`config.mk`:
```
export PLATFORM = sky130hd
export DESIGN_NAME = spi_cmd_queue
export DESIGN_NICKNAME = d
export VERILOG_FILES = /design/src/rtl/spi_pkg.sv /design/src/rtl/spi_sync_fifo.sv /design/src/rtl/spi_cmd_queue.sv
export SDC_FILE = /design/constraint.sdc
export NUM_CORES = 1
export LEC_CHECK = 0
export BUFFER_PORTS_ARGS = -buffer_cell sky130_fd_sc_hd__buf_4
export CAP_MARGIN = 10
export CELL_PAD_IN_SITES_DETAIL_PLACEMENT = 0
export CELL_PAD_IN_SITES_GLOBAL_PLACEMENT = 1
export CORE_MARGIN = 2
export CORE_UTILIZATION = 40
export DETAILED_ROUTE_END_ITERATION = 10
export PLACE_DENSITY_LB_ADDON = 0.1
export REMOVE_ABC_BUFFERS = 1
export SETUP_SLACK_MARGIN = 0.3
export SLEW_MARGIN = 20
export SYNTH_ARGS = -nofsm -noshare
export SYNTH_HDL_FRONTEND = slang
export SYNTH_SLANG_ARGS = --single-unit
```
`constraint.sdc`:
```
create_clock -name clk -period 2.3 [get_ports clk]
set_input_delay 0.23 -clock clk [delete_from_list [all_inputs] [get_ports clk]]
set_output_delay 0.23 -clock clk [all_outputs]
set_load 0.01 [all_outputs]
```
`src/rtl/spi_pkg.sv`:
```
// Shared SPI definitions: command-queue FSM states, length codes and the
// length-to-mask helper used by the queue, master and slave.
package spi_pkg;

  typedef enum logic [2:0] {
    IDLE,
    START,
    WAIT_BUSY,
    WAIT_DONE,
    STORE
  } spi_state_t;

  localparam logic [1:0] LEN_8  = 2'd0;
  localparam logic [1:0] LEN_16 = 2'd1;
  localparam logic [1:0] LEN_24 = 2'd2;
  localparam logic [1:0] LEN_32 = 2'd3;

  localparam int unsigned CMD_W = 37;

  typedef struct packed {
    logic [2:0]  chip;
    logic [1:0]  len;
    logic [31:0] data;
  } spi_cmd_t;

  // WAIT_BUSY cycle count at which a missing m_busy is declared a timeout
  localparam logic [3:0] START_TIMEOUT = 4'd8;

  function automatic logic [31:0] len_mask(input logic [1:0] len);
    logic [31:0] m;
    case (len)
      LEN_8:   m = 32'h0000_00FF;
      LEN_16:  m = 32'h0000_FFFF;
      LEN_24:  m = 32'h00FF_FFFF;
      default: m = 32'hFFFF_FFFF;
    endcase
    return m;
  endfunction

endpackage

```
`src/rtl/spi_sync_fifo.sv`:
```
// Single-clock FIFO with combinational head read; DEPTH must be a power of two.
// A push while full is dropped even if a pop happens in the same cycle.
module spi_sync_fifo #(
  parameter int unsigned WIDTH = 32,
  parameter int unsigned DEPTH = 4
) (
  input  logic                     clk,
  input  logic                     rst,
  input  logic                     push,
  input  logic [WIDTH-1:0]         wr_data,
  input  logic                     pop,
  output logic [WIDTH-1:0]         rd_data,
  output logic [$clog2(DEPTH):0]   count
);

  localparam int unsigned AW = $clog2(DEPTH);
  localparam int unsigned CW = AW + 1;
  localparam logic [CW-1:0] FULL_CNT = CW'(DEPTH);

  logic [WIDTH-1:0] mem [DEPTH];
  logic [AW-1:0]    wr_ptr;
  logic [AW-1:0]    rd_ptr;
  logic             do_push;
  logic             do_pop;

  assign do_push = push && (count != FULL_CNT);
  assign do_pop  = pop && (count != '0);
  assign rd_data = mem[rd_ptr];

  always_ff @(posedge clk) begin
    if (do_push) mem[wr_ptr] <= wr_data;
  end

  // Pointers are exactly log2(DEPTH) bits, so increment wraps modulo DEPTH.
  always_ff @(posedge clk) begin
    if (rst) begin
      wr_ptr <= '0;
      rd_ptr <= '0;
      count  <= '0;
    end else begin
      if (do_push) wr_ptr <= wr_ptr + 1'b1;
      if (do_pop)  rd_ptr <= rd_ptr + 1'b1;
      case ({do_push, do_pop})
        2'b10:   count <= count + 1'b1;
        2'b01:   count <= count - 1'b1;
        default: count <= count;
      endcase
    end
  end

endmodule

```
`src/rtl/spi_cmd_queue.sv`:
```
// Command/response queue in front of an spi_master: issues one transaction at a
// time and stores the masked receive word. Define SPI_CMDQ_TIMEOUT_EN for the start-timeout err flag.
module spi_cmd_queue
  import spi_pkg::*;
#(
  parameter int unsigned DEPTH = 4
) (
  input  logic        clk,
  input  logic        rst,
  input  logic        cmd_valid,
  output logic        cmd_ready,
  input  logic [2:0]  cmd_chip,
  input  logic [1:0]  cmd_len,
  input  logic [31:0] cmd_data,
  output logic        rsp_valid,
  input  logic        rsp_ready,
  output logic [31:0] rsp_data,
  output logic        m_start,
  input  logic        m_busy,
  output logic [2:0]  m_chip,
  output logic [1:0]  m_len,
  output logic [31:0] m_tx_data,
  input  logic [31:0] m_rx_data
`ifdef SPI_CMDQ_TIMEOUT_EN
  ,
  output logic        err
`endif
);

  localparam int unsigned CW = $clog2(DEPTH) + 1;
  localparam logic [CW-1:0] FULL_CNT = CW'(DEPTH);

  spi_state_t      state;
  spi_state_t      state_nxt;
  spi_cmd_t        cmd_in;
  spi_cmd_t        cmd_head;
  logic [CW-1:0]   cmd_count;
  logic [CW-1:0]   rsp_count;
  logic            cmd_push;
  logic            cmd_pop;
  logic            rsp_push;
  logic            rsp_pop;
  logic [31:0]     rsp_wdata;
  logic            issue_ok;
  logic            start_ph;
  logic            busy_seen;

  assign cmd_in    = {cmd_chip, cmd_len, cmd_data};
  assign cmd_ready = (cmd_count != FULL_CNT);
  assign cmd_push  = cmd_valid && cmd_ready;
  assign rsp_valid = (rsp_count != '0);
  assign rsp_pop   = rsp_valid && rsp_ready;
  assign rsp_wdata = m_rx_data & len_mask(m_len);

  // Only one transaction is ever in flight, so a free slot (or one being freed
  // this cycle) at issue time guarantees room at STORE.
  assign issue_ok = (cmd_count != '0) && ((rsp_count != FULL_CNT) || rsp_pop);

  spi_sync_fifo #(
    .WIDTH (CMD_W),
    .DEPTH (DEPTH)
  ) u_cmd_fifo (
    .clk     (clk),
    .rst     (rst),
    .push    (cmd_push),
    .wr_data (cmd_in),
    .pop     (cmd_pop),
    .rd_data (cmd_head),
    .count   (cmd_count)
  );

  spi_sync_fifo #(
    .WIDTH (32),
    .DEPTH (DEPTH)
  ) u_rsp_fifo (
    .clk     (clk),
    .rst     (rst),
    .push    (rsp_push),
    .wr_data (rsp_wdata),
    .pop     (rsp_pop),
    .rd_data (rsp_data),
    .count   (rsp_count)
  );

`ifdef SPI_CMDQ_TIMEOUT_EN
  logic [3:0] to_cnt;
  logic       timeout_fire;

  assign timeout_fire = (state == WAIT_BUSY) && !m_busy && !busy_seen &&
                        (to_cnt == START_TIMEOUT);

  always_ff @(posedge clk) begin
    if (rst) begin
      to_cnt <= '0;
      err    <= 1'b0;
    end else begin
      to_cnt <= (state == WAIT_BUSY) ? to_cnt + 4'd1 : '0;
      if (timeout_fire) err <= 1'b1;
    end
  end
`endif

  always_ff @(posedge clk) begin
    if (rst) state <= IDLE;
    else     state <= state_nxt;
  end

  always_comb begin
    state_nxt = state;
    case (state)
      IDLE:      if (issue_ok) state_nxt = START;
      START:     if (start_ph) state_nxt = WAIT_BUSY;
      WAIT_BUSY: begin
        if (m_busy || busy_seen) state_nxt = WAIT_DONE;
`ifdef SPI_CMDQ_TIMEOUT_EN
        else if (timeout_fire) state_nxt = IDLE;
`endif
      end
      WAIT_DONE: if (!m_busy) state_nxt = STORE;
      STORE:     state_nxt = IDLE;
      default:   state_nxt = IDLE;
    endcase
  end

  always_comb begin
    m_start  = 1'b0;
    cmd_pop  = 1'b0;
    rsp_push = 1'b0;
    case (state)
      IDLE:    cmd_pop  = issue_ok;
      START:   m_start  = 1'b1;
      STORE:   rsp_push = 1'b1;
      default: ;
    endcase
  end

  // start_ph marks the second START cycle; busy_seen catches a master that
  // raises m_busy while m_start is still asserted.
  always_ff @(posedge clk) begin
    if (rst) begin
      start_ph  <= 1'b0;
      busy_seen <= 1'b0;
      m_chip    <= '0;
      m_len     <= '0;
      m_tx_data <= '0;
    end else begin
      start_ph  <= (state == START) && !start_ph;
      busy_seen <= (state == START) && (busy_seen || m_busy);
      if (cmd_pop) begin
        m_chip    <= cmd_head.chip;
        m_len     <= cmd_head.len;
        m_tx_data <= cmd_head.data;
      end
    end
  end

endmodule

```
# After elaboration in Yosys (flattened, before gate mapping)
# Memory sizes are Yosys's and may differ from the RTL's. A register that Yosys moved wholly into a read port is not among the register bits.
# Index checks and enable logic that the tools add are counted.
# word_totals
ff_bits,19
latch_bits,0
mem_bits_rw,276
mem_bits_ro,0
output_inout_bits,72
wordCells,72
memories,2
# op_classes
addsub,8
multipliers,0
div,0
n_lt_le_gt_ge,0
eq_ne,16
n_shift,0
mux,17
n_bitwise,1
reduce_logical,19
# memory_table
memory,depth,width,rd,rd_ports_with_merged_regs,write_ports,line,rtl
u_cmd_fifo.mem,4,37,1,1,1,spi_sync_fifo.sv:20,logic [WIDTH-1:0] mem [DEPTH];
u_rsp_fifo.mem,4,32,1,1,1,spi_sync_fifo.sv:20,
# op_table
operator,n
$pmux 32 s3,1
$and 32x32->32,1
$mux 3,4
$pmux 3 s2,2
$pmux 3 s4,1
$logic_and 1x1->1,9
$add 2x1->2 const B,4
$ne 2x2->1 const B,4
$mux 1,7
$add 3x1->3 const B,2
$eq 2x1->1 const B,3
$eq 2x2->1 const B,3
$eq 3x2->1 const B,2
$ne 3x3->1 const B,2
$reduce_bool 3->1,2
$sub 3x1->3 const B,2
$mux 2,2
$reduce_and 4->1,1
$reduce_bool 2->1,2
$eq 3x1->1 const B,1
$eq 3x3->1 const B,1
$logic_not 3->1,1
$logic_not 2->1,1
$logic_or 1x1->1,2
$logic_not 1->1,1

# Longest topological paths before layout
# Gate-level depths: netlist of run 1.
# depth
ltp_word,8
mapped_depth,10
ltp_nobuf,9

# Modules after synthesis
# A second synthesis of run 1 with hierarchy kept.
# hier_totals
cells_unflattened,678
hier_area_um2,13121.3
# by_module_without_submodules
mod,instances,cells_per_inst,area_each_um2,seq_area_each_um2
spi_sync_fifo (u_cmd_fifo),1,243,5871.9,4624.4
spi_sync_fifo (u_rsp_fifo),1,217,5134.9,4023.9
spi_cmd_queue,1,218,2114.5,840.8

# Worst setup path after synthesis of run 1
# OpenSTA, ideal clock, no wires.
# synth_timing
path_type,register to register
start,reg state[2]
end,reg u_cmd_fifo.count[2]
setup_ns,0.070
t_arrival_ns,2.300
t_required_ns,2.230
path_slack_ns,-0.070
path_stages_with_launch,11
path_buffers,2
synth_period_minus_slack_ns,2.370
path_cell_list,dfxtp_1 buf_6 or3_4 clkbuf_1 nor3_1 ha_1 inv_1 fa_1 xor2_1 or3_1 a21oi_1
# synth_via
elab_chain_cells,5
word_cells_on_any_way,7
# synth_rtl
element,line,rtl
from (decl),spi_cmd_queue.sv:33,spi_state_t state;
from (signal assigned),spi_cmd_queue.sv:105,else state <= state_nxt;
$logic_not 3->1 (*),spi_cmd_queue.sv:129,case (state)
$mux 1 (*),spi_cmd_queue.sv:129,
$logic_and 1x1->1 (*),spi_sync_fifo.sv:27,assign do_pop = pop && (count != '0);
via u_cmd_fifo.do_pop,spi_sync_fifo.sv:24,logic do_pop;
$eq 2x1->1 or $eq 2x2->1 (tied branches),spi_sync_fifo.sv:43,"case ({do_push, do_pop})"
$pmux 3 s2 or $reduce_bool 2->1 (tied branches),--,
to (signal assigned),spi_sync_fifo.sv:44,2'b10: count <= count + 1'b1;
to (signal assigned),spi_sync_fifo.sv:45,2'b01: count <= count - 1'b1;
to (signal assigned),spi_sync_fifo.sv:46,default: count <= count;
to (decl),spi_sync_fifo.sv:13,output logic [$clog2(DEPTH):0] count
# The timed path passes the listed nets; every way through them passes the cells marked *.
# A chain may end at the register's enable or synchronous reset.

# Worst setup path in the final report of run 1
# Same ends and word-level chain as after synthesis.

==> metrics.txt, run 1 <==
status completed; Crit path max-delay family simple AND/OR/NAND/NOR gates; Yosys top cell area share 0.645; final setup violation count 0; worst min-delay path category input pin to register; Final min period 2.14 ns; CTS tree yes; input/output buffers 145; pwr/cell area 1030 mW/mm2; top cells by area in the synthesized netlist edfxtp_1 (65%), mux4_2 (12%), dfxtp_1 (9.0%); mapped cell area 0.0128 mm2; hold_sp cmd_valid; Skew-Pair Late Insertion Delay 0.51 ns; share of cells above drive strength 1 0.364; final worst-path cycle share 0.931; area of the multi-input gates 0.00317 mm2; DR top layer met5; final critical-path setup slack 0.158 ns; Crit Path Max Fanout 2; asr flop ratio synth 0; area of the die 0.0336 mm2; routability cong. 0.712; top post-synthesis cells by count edfxtp_1 (276), mux4_2 (69), dfxtp_1 (58), nand2_1 (38), nand4_1 (37); Post-DRT Antenna Nets 0; Worst R2R Setup Slack 0.16 ns; Adder-Cell Fraction of Synth Area 0.0129; CP required 2.74 ns; Die Span X 183 um; total clock sinks 334; largest family of logic cells by synthesized area multiplexers; die height 183 um; worst path bufs/invs 1; post-synthesis xor/xnor area fraction 0.00409; max-cap violation count 0; Ys Warns 0; Hold EP u_cmd_fifo.wr_ptr[0]; area leader, netlist edfxtp_1; worst hold stages 3; Final Hold Fails 0; initial antenna violation count 2; Post-Place Worst Slack 0.0383 ns; FP Rows 65; WS Path Type register to register; Max Root-Sink Buffers 3; Crit. End Element register; RSZ-0062 raised after global routing yes; RR Endpoint u_cmd_fifo.count[2]; Peak VDD IR 793 uV; Worst Tran Pin Value 0.832 ns; routed vias 7159; leak pwr 5.78 nW; final core occ 0.520; slowest CP cell or3_4; DP HPWL 15.8 mm; H-tree depth 2; count leader, synth edfxtp_1; Avg WL per Cell 21.3 um; vias in the first global route 7668; Final nets 997; Fillers 2556; clock slew at reported path FFs 0.06 ns; num ports 146; worst hold margin 0.0564 ns; Max-Slew Margin vs Limit 0.446; initial drt markers 340; RR Startpoint state[2]; number of CTS-inserted buffers 37; Synth Area in Compound Gates 0.0364; final wirelength 28.6 mm; simple-gate area share of the yosys netlist 0.0671; cell mode on critical path or3_4; Via-to-Cell Ratio 5.33; fin. max-slew vios 0; area grow syn2layout 27.8%; met1 WL 12.3 mm; r2r worst-path depth 8; largest net degree at the start of global routing 42; Post-synth EDFFs 276; Crit path largest cell delay 0.40 ns; grt ovf 0; Avg Cell Area, Syn 18.4 um2; Arrival @ worst endpoint 2.58 ns; crit path cell chain or3_4 -> nor3_4 -> ha_2 -> inv_2 -> fa_2 -> xor2_1 -> or3_4 -> a21oi_2; register area share after synthesis 0.735; Synth Instances 697; Max Freq 467 MHz; met2 WL post-DR 14.5 mm; CTS Root Cell clkbuf_16; core box area 0.0316 mm2; Unique masters post-synth 43; DRT Pass-1 Iters 4; DR WL met3 1.16 mm; CP startpoint kind register; gr usage total 0.171; post-synthesis register bit count 334; top_reg_cell synth edfxtp_1; Initial Utilization 0.407; first-pass GRT wire length 43.8 mm; register area 0.00946 mm2; DRC 0; mux cell area share after synthesis 0.122; final setup skew 0.0143 ns
==> per-stage QoR <==
stage / instance area [um2] / std cells / power (mW) / setup TNS, ns
finish: 16400 / 1343 / 16.9 / 0
global route: 16400 / 1342 / 17.6 / 0
CTS: 16400 / 1341 / 17.1 / 0
detailed placement: 14600 / 1221 / 11.0 / 0
global placement: 14600 / 1221 / 10.9 / 0
floorplan: 12600 / 647 / 9.44 / -13.81
==> timing repair <==
action | 4_1_cts | 5_1_grt
endpoints found under the setup margin | 36 | 36
gates resized for setup | 19 | 7
hold buffers | 46 | 0
hold endpoints to repair | 181 | 0
pin swaps | 7 | 2
setup buffers | 5 | 0
cloned | 1 | 1
==> how the worst max path moves through the flow <==
stage	to	start	cells after the start	slack [ns]
5_1_grt	u_cmd_fifo.count[2]	state[2]	8	0.07
6_report	u_cmd_fifo.count[2]	state[2]	8	0.16
4_1_cts	u_cmd_fifo.count[2]	state[2]	8	0.15
2_1_floorplan	u_cmd_fifo.count[2]	u_cmd_fifo.count[0]	8	-0.31
3_5_place_dp	u_cmd_fifo.count[2]	state[2]	8	0.04
3_3_place_gp	u_cmd_fifo.count[2]	state[2]	8	0.18
==> power by group <==
part / internal [mW] / total (mW) / switching, mW / leakage (nW)
Combinational: 1.56 / 3.32 / 1.76 / 2.19
Clock: 3.57 / 5.85 / 2.28 / 0.602
Sequential: 7.22 / 7.73 / 0.507 / 2.99
==> final cells by class <==
class,count,share of cell area
Timing Repair Buffer,225,0.121
Inverter,14,0.00320
Tap cell,402,0.0306
Multi-Input combinational cell,299,0.193
Clock buffer,49,0.0642
Sequential cell,334,0.576
Antenna cell,1,0.000152
Clock inverter,19,0.0110
==> cells by family (layout without fill, tap and decap cells) <==
| kind of cell | Yosys count | count (layout) |
|---|---|---|
| muxes | 70 | 70 |
| buffers and inverters | 64 | 307 |
| DFF | 334 | 334 |
| and+or+nand+nor | 150 | 150 |
| adders and majority gates | 12 | 12 |
| AOI/OAI and AO/OA | 61 | 61 |
| xor gates and xnor gates | 6 | 6 |
| other | 0 | 1 |
==> sequential cells by signal, summed over array words and instances, names as in the netlist, named ones only <==
signal,flops
u_cmd_fifo.wr_ptr,2
u_rsp_fifo.mem,128
u_cmd_fifo.rd_ptr,2
m_len,2
busy_seen,1
u_cmd_fifo.mem,148
m_tx_data,32
u_rsp_fifo.wr_ptr,2
u_rsp_fifo.rd_ptr,2
state,3
u_cmd_fifo.count,3
start_ph,1
u_rsp_fifo.count,3
m_chip,3
==> cells in the final DEF (no fill, tap or decap), types with 12 or more instances in the layout <==
| cell | n |
|---|---|
| and3_1 | 12 |
| buf_4 | 163 |
| clkbuf_16 | 40 |
| dfxtp_1 | 49 |
| dlygate4sd3_1 | 46 |
| edfxtp_1 | 276 |
| inv_1 | 12 |
| mux4_2 | 69 |
| nand2_1 | 37 |
| nand4_1 | 37 |
| nor2_1 | 12 |
| o311ai_0 | 33 |
==> worst min-delay path: cells and delay by family <==
kind	cells	cell delay, ns
buf+inv	1	0.14
compound gates	1	0.06
simple gates	1	0.08
==> per-layer routing <==
| layer | global-route usage | up-vias |
|---|---|---|
| li1 | - | 3268 |
| met1 | 0.218 | 3653 |
| met2 | 0.298 | 182 |
| met3 | 0.0322 | 54 |
| met4 | 0.0538 | 2 |
| met5 | 0 | - |
Note: power is estimated with default switching activity, not from simulation.
==> run 2: changes to the inputs <==
- clock period: 2.3 -> 1.8 ns (I/O delays scaled with it)
==> run 2 against run 1 <==
The run now ends with negative setup slack left. Largest cell class unchanged. Cell count rose by 5.8%. Power rose by 35%. Critical endpoint unchanged. Wire length rose by 20%.
==> metrics.txt, run 2 (synthesis results as in run 1) <==
Initial Utilization 0.407 (unchanged); gr usage total 0.196 (+0.0242); worst min-delay path category input pin to register; final setup violation count 37 (+37); crit path to u_cmd_fifo.count[2]; die height 183 um (unchanged); Avg WL per Cell 24.2 um (+14%); worst hold stages 3 (unchanged); Final Total Pwr 22.8 mW (+35%); Post-Place Worst Slack -0.392 ns (-0.430 ns); final core occ 0.576 (+0.0559); area of the die 0.0336 mm2 (unchanged); largest registers u_cmd_fifo.mem (148), u_rsp_fifo.mem (128), m_tx_data (32); Non-Filler Instances 1421 (+5.8%); Arrival @ worst endpoint 2.54 ns (-0.04 ns); final worst-path cycle share 1.17 (+0.234); Post-DRT Antenna Nets 0 (unchanged); WS Path Type register to register; Max Root-Sink Buffers 3 (unchanged); final critical-path setup slack -0.298 ns (-0.456 ns); pwr/cell area 1250 mW/mm2 (+22%); H-tree depth 2 (unchanged); DRT Pass-1 Iters 7 (+3); Final min period 2.10 ns (-0.0440 ns); grt ovf 0 (unchanged); Crit Path Max Fanout 2 (unchanged); RSZ-0062 raised after global routing yes; share of cells above drive strength 1 0.428 (+0.0639); most frequent cells in the layout edfxtp_1 (276), buf_4 (134), mux4_2 (69); Skew-Pair Late Insertion Delay 0.52 ns (about the same); largest net degree at the start of global routing 42 (unchanged); failing checks negative setup slack; RR Startpoint state[2]; Fillers 2375 (-7.1%); final setup skew 0.0219 ns (+0.00754 ns); initial drt markers 542 (+59%); Max Freq 477 MHz (+2.1%); DP HPWL 16.4 mm (+3.9%); Biggest register u_cmd_fifo.mem; area grow syn2layout 41.5%; routability cong. 0.757 (+6.3%); fin. max-slew vios 0 (unchanged); Die Span X 183 um (unchanged); most common cell after layout, fill and taps aside edfxtp_1; Inst Count DP 1241 (+1.6%); core box area 0.0316 mm2 (unchanged); Final nets 1076 (+7.9%); vias in the first global route 8314 (+8.4%); CTS tree yes; max-cap violation count 0 (unchanged); num ports 146 (unchanged); RR Endpoint u_cmd_fifo.count[2]; max FFs per register 148 (unchanged); DRC 0 (unchanged); FP Rows 65 (unchanged); Peak VDD IR 922 uV (+16%); final wirelength 34.5 mm (+20%); total clock sinks 334 (unchanged); input/output buffers 145 (unchanged); final instance area 0.0182 mm2 (+11%); r2r worst-path depth 8 (unchanged); Crit. End Element register; routed vias 7768 (+8.5%); Setup crit start state[2]; Via-to-Cell Ratio 5.47 (+2.6%); CTS Root Cell clkbuf_16; clock slew at reported path FFs 0.06 ns (about the same); Final Hold Fails 0 (unchanged); Worst Tran Pin Value 0.686 ns (-0.146 ns); status finished with violations; CP required 2.25 ns (-0.49 ns); first-pass GRT wire length 49.0 mm (+12%); number of CTS-inserted buffers 36 (-2.7%); leak pwr 6.50 nW (+12%); CP startpoint kind register; worst hold margin 0.0265 ns (-0.0299 ns); Max-Slew Margin vs Limit 0.541 (+0.0955); Setup TNS -6.84 ns (-6.84 ns); dpl cell area 0.0148 mm2 (+1.5%); Worst R2R Setup Slack -0.30 ns (-0.46 ns); initial antenna violation count 2 (unchanged)
[run 2: repair_timing]
action,4_1_cts,5_1_grt
cloned,22,10
pin swaps,16,16
hold buffers,48,0
endpoints found under the hold margin,184,0
endpoints found under the setup margin,357,361
gates resized for setup,149,52
buffers inserted,23,10
[run 2: where the power goes]
group	internal, mW	switching (mW)
clock network	4.23	2.86
logic	2.95	3.09
registers	9.22	0.437
[run 2: worst min-delay path by stage]
stage                 startpoint                     to  slack, ns
global route                 rst    u_rsp_fifo.count[2]       0.03
global placement    cmd_data[27]  u_cmd_fifo.mem[0][27]       0.38
CTS                    cmd_valid   u_cmd_fifo.wr_ptr[0]      0.002
finish                 cmd_valid   u_cmd_fifo.wr_ptr[0]       0.03
floorplan                    rst    u_cmd_fifo.count[2]       0.25
detailed placement  m_rx_data[2]   u_rsp_fifo.mem[0][2]       0.38
[run 2: final cells by class]
type / count / area, um2 / share of cell area
diodes: 2 / 5.00 / 0.000275
clock buffers: 53 / 1060 / 0.0582
clock inverters: 12 / 98.8 / 0.00544
inverters: 14 / 52.6 / 0.00289
multi-input cells: 299 / 3390 / 0.187
flip-flops and latches: 334 / 9470 / 0.521
well taps: 402 / 503 / 0.0277
repair buffers: 305 / 3600 / 0.198
[run 2: worst max-delay path: stages, from the launching register on]
cell and delay [ns]:
dfxtp_2 0.32, or3_4 0.40, nor3_4 0.17, ha_4 0.17, inv_2 0.04, fa_2 0.33, xor2_1 0.17, or3_1 0.33
a21oi_1 0.12
[run 2: per-layer routing]
layer | GRT usage | wire [um] | vias to the layer above
met5 | 0 | 0 | -
met4 | 0.0515 | 690 | 0
met3 | 0.0397 | 1950 | 45
met2 | 0.358 | 18200 | 251
met1 | 0.235 | 13600 | 4032
li1 | - | - | 3440
==> run 3: changes to the inputs <==
- CAP_MARGIN: 10 -> default
- PLACE_DENSITY: default -> 0.79
- PLACE_DENSITY_LB_ADDON: 0.1 -> default
- SKIP_CTS_REPAIR_TIMING: default -> 1
==> run 3 against run 2 <==
The run still ends with negative setup slack left. Die area unchanged. Global-route usage down 3.4 points. Register-to-register slack better by 0.04 ns. Via count decreased by 0.23%. Critical path depth stayed put. Critical endpoint unchanged. First-iteration DRC count rose by 20%. Design area shrank 2.6%. Sequential cell count is the same. Non-clock buffer count down 10. Fmax increased by 2.0%. Sequential power about the same. Clock power fell by 4.5%.
==> metrics.txt, run 3 (synthesis results as in run 1) <==
status finished with violations; failing checks negative setup slack; core box area 0.0316 mm2 (unchanged); Final nets 1066 (-0.93%); Max-Slew Margin vs Limit 0.681 (+0.140); Non-Filler Instances 1408 (-0.91%); CP required 2.25 ns (about the same); total clock sinks 334 (unchanged); DP HPWL 16.6 mm (+0.84%); vias in the first global route 7347 (-12%); Worst Tran Pin Value 0.472 ns (-0.214 ns); H-tree depth 2 (unchanged); RR Endpoint u_cmd_fifo.count[2]; final wirelength 33.0 mm (-4.4%); Final min period 2.06 ns (-0.0420 ns); Reg power frac 0.444 (+0.020); Final Total Pwr 21.8 mW (-4.5%); switching pwr 6.08 mW (-4.8%); DRC 0 (unchanged); CTS Root Cell clkbuf_16; largest net degree at the start of global routing 42 (unchanged); Via-to-Cell Ratio 5.50 (+0.69%); die height 183 um (unchanged); Max Freq 486 MHz (+2.0%); power share of the combinational group 0.245 (-0.020); most common cell after layout, fill and taps aside edfxtp_1; final setup skew 0.0187 ns (-0.00320 ns); WS Path Type register to register; Worst R2R Setup Slack -0.26 ns (+0.04 ns); Max Root-Sink Buffers 3 (unchanged); fin. max-slew vios 0 (unchanged); Avg WL per Cell 23.4 um (-3.5%); RR Startpoint state[2]; Setup crit start state[2]; Setup TNS -6.94 ns (-0.101 ns); Crit Path Max Fanout 2 (unchanged); worst min-delay path category input pin to register; Clk pwr share 0.311 (about the same); share of cells above drive strength 1 0.407 (-0.0212); initial drt markers 648 (+20%); max FFs per register 148 (unchanged); largest registers u_cmd_fifo.mem (148), u_rsp_fifo.mem (128), m_tx_data (32); FP Rows 65 (unchanged); crit path to u_cmd_fifo.count[2]; DRT Pass-1 Iters 5 (-2); CP startpoint kind register; Pint 15.7 mW (-4.3%); clock slew at reported path FFs 0.06 ns (about the same); Crit. End Element register; first-pass GRT wire length 41.6 mm (-15%); Arrival @ worst endpoint 2.50 ns (-0.04 ns); number of CTS-inserted buffers 35 (-2.8%); Die Span X 183 um (unchanged); Peak VDD IR 939 uV (+1.8%); final core occ 0.561 (-0.0150); most frequent cells in the layout edfxtp_1 (276), buf_4 (134), mux4_2 (69); Final Hold Fails 0 (unchanged); leak pwr 6.33 nW (-2.6%); routability cong. 0.722 (-4.6%); RSZ-0062 raised after global routing yes; final critical-path setup slack -0.256 ns (+0.0420 ns); pwr/cell area 1230 mW/mm2 (-1.9%); Sw Ratio 0.279 (-0.000915); area of the die 0.0336 mm2 (unchanged); Skew-Pair Late Insertion Delay 0.52 ns (about the same); antenna cells 0 (-2); Fillers 2392 (+0.72%); area grow syn2layout 37.8%; Inst Count DP 1248 (+0.56%); grt ovf 0 (unchanged); routed vias 7750 (-0.23%); CTS tree yes; input/output buffers 145 (unchanged); gr usage total 0.162 (-0.0338); max-cap violation count 0 (unchanged); initial antenna violation count 0 (-2); Initial Utilization 0.407 (unchanged); final setup violation count 36 (-2.7%); final worst-path cycle share 1.14 (-0.0233); r2r worst-path depth 8 (unchanged); Post-DRT Antenna Nets 0 (unchanged); Biggest register u_cmd_fifo.mem; num ports 146 (unchanged)
-- run 3: cell count changes in the layout (fill, tap and decap cells not counted), moves of 4 or more --
cell       before  now
buf_16         23    0
clkbuf_16      46   59
clkinv_1        0    5
clkinv_2        9    2
dfxtp_2         5    9
o311ai_0        3   16
o311ai_2        7    0
o311ai_4        4    0
-- run 3: area by class of cell --
class	count	area (um2)	share of cell area
flip-flops and latches	334	9470	0.535
repair buffers	295	3340	0.189
multi-input cells	300	3280	0.185
clock buffers	51	966	0.0545
well taps	402	503	0.0284
clock inverters	12	100	0.00565
inverters	14	52.6	0.00297
-- run 3: metal layers --
layer  wire length, um  GRT usage
met1             12700      0.209
met2             16900      0.274
met3              2830     0.0461
met4               610     0.0362
met5                 0          0
-- run 3: power groups by stage --
stage          clock, mW  sequential [mW]  combinational [mW]
5_1_grt             7.21             9.73                5.71
3_5_place_dp           0             9.78                4.61
6_report            6.77             9.67                5.33
2_1_floorplan          0             10.1                2.00
3_3_place_gp           0             9.77                4.50
4_1_cts             6.86             9.64                4.62
-- run 3: critical path: stages (launching register included) --
cell,delay (ns)
dfxtp_2,0.32
or3_4,0.41
nor3_4,0.16
ha_4,0.17
inv_2,0.03
fa_2,0.32
xor2_1,0.15
or3_1,0.30
a21oi_1,0.13
-- run 3: how the worst min path moves through the flow --
stage | startpoint | end | slack, ns | cells after the start
floorplan | rst | u_cmd_fifo.count[2] | 0.25 | 1
global placement | cmd_data[24] | u_cmd_fifo.mem[2][24] | 0.38 | 1
detailed placement | cmd_data[31] | u_cmd_fifo.mem[1][31] | 0.38 | 1
CTS | cmd_data[15] | u_cmd_fifo.mem[3][15] | -0.15 | 1
global route | rst | u_cmd_fifo.count[2] | 0.02 | 2
finish | rst | u_rsp_fifo.count[1] | 0.01 | 2
-- run 3: metrics by stage --
stage               cell area, um2  hold slack, ns  setup WS [ns]
global route                 17700          0.0236         -0.321
CTS                          15900          -0.148         -0.342
floorplan                    12600           0.249         -0.810
global placement             14900           0.381         -0.304
finish                       17700          0.0129         -0.256
detailed placement           14900           0.384         -0.326
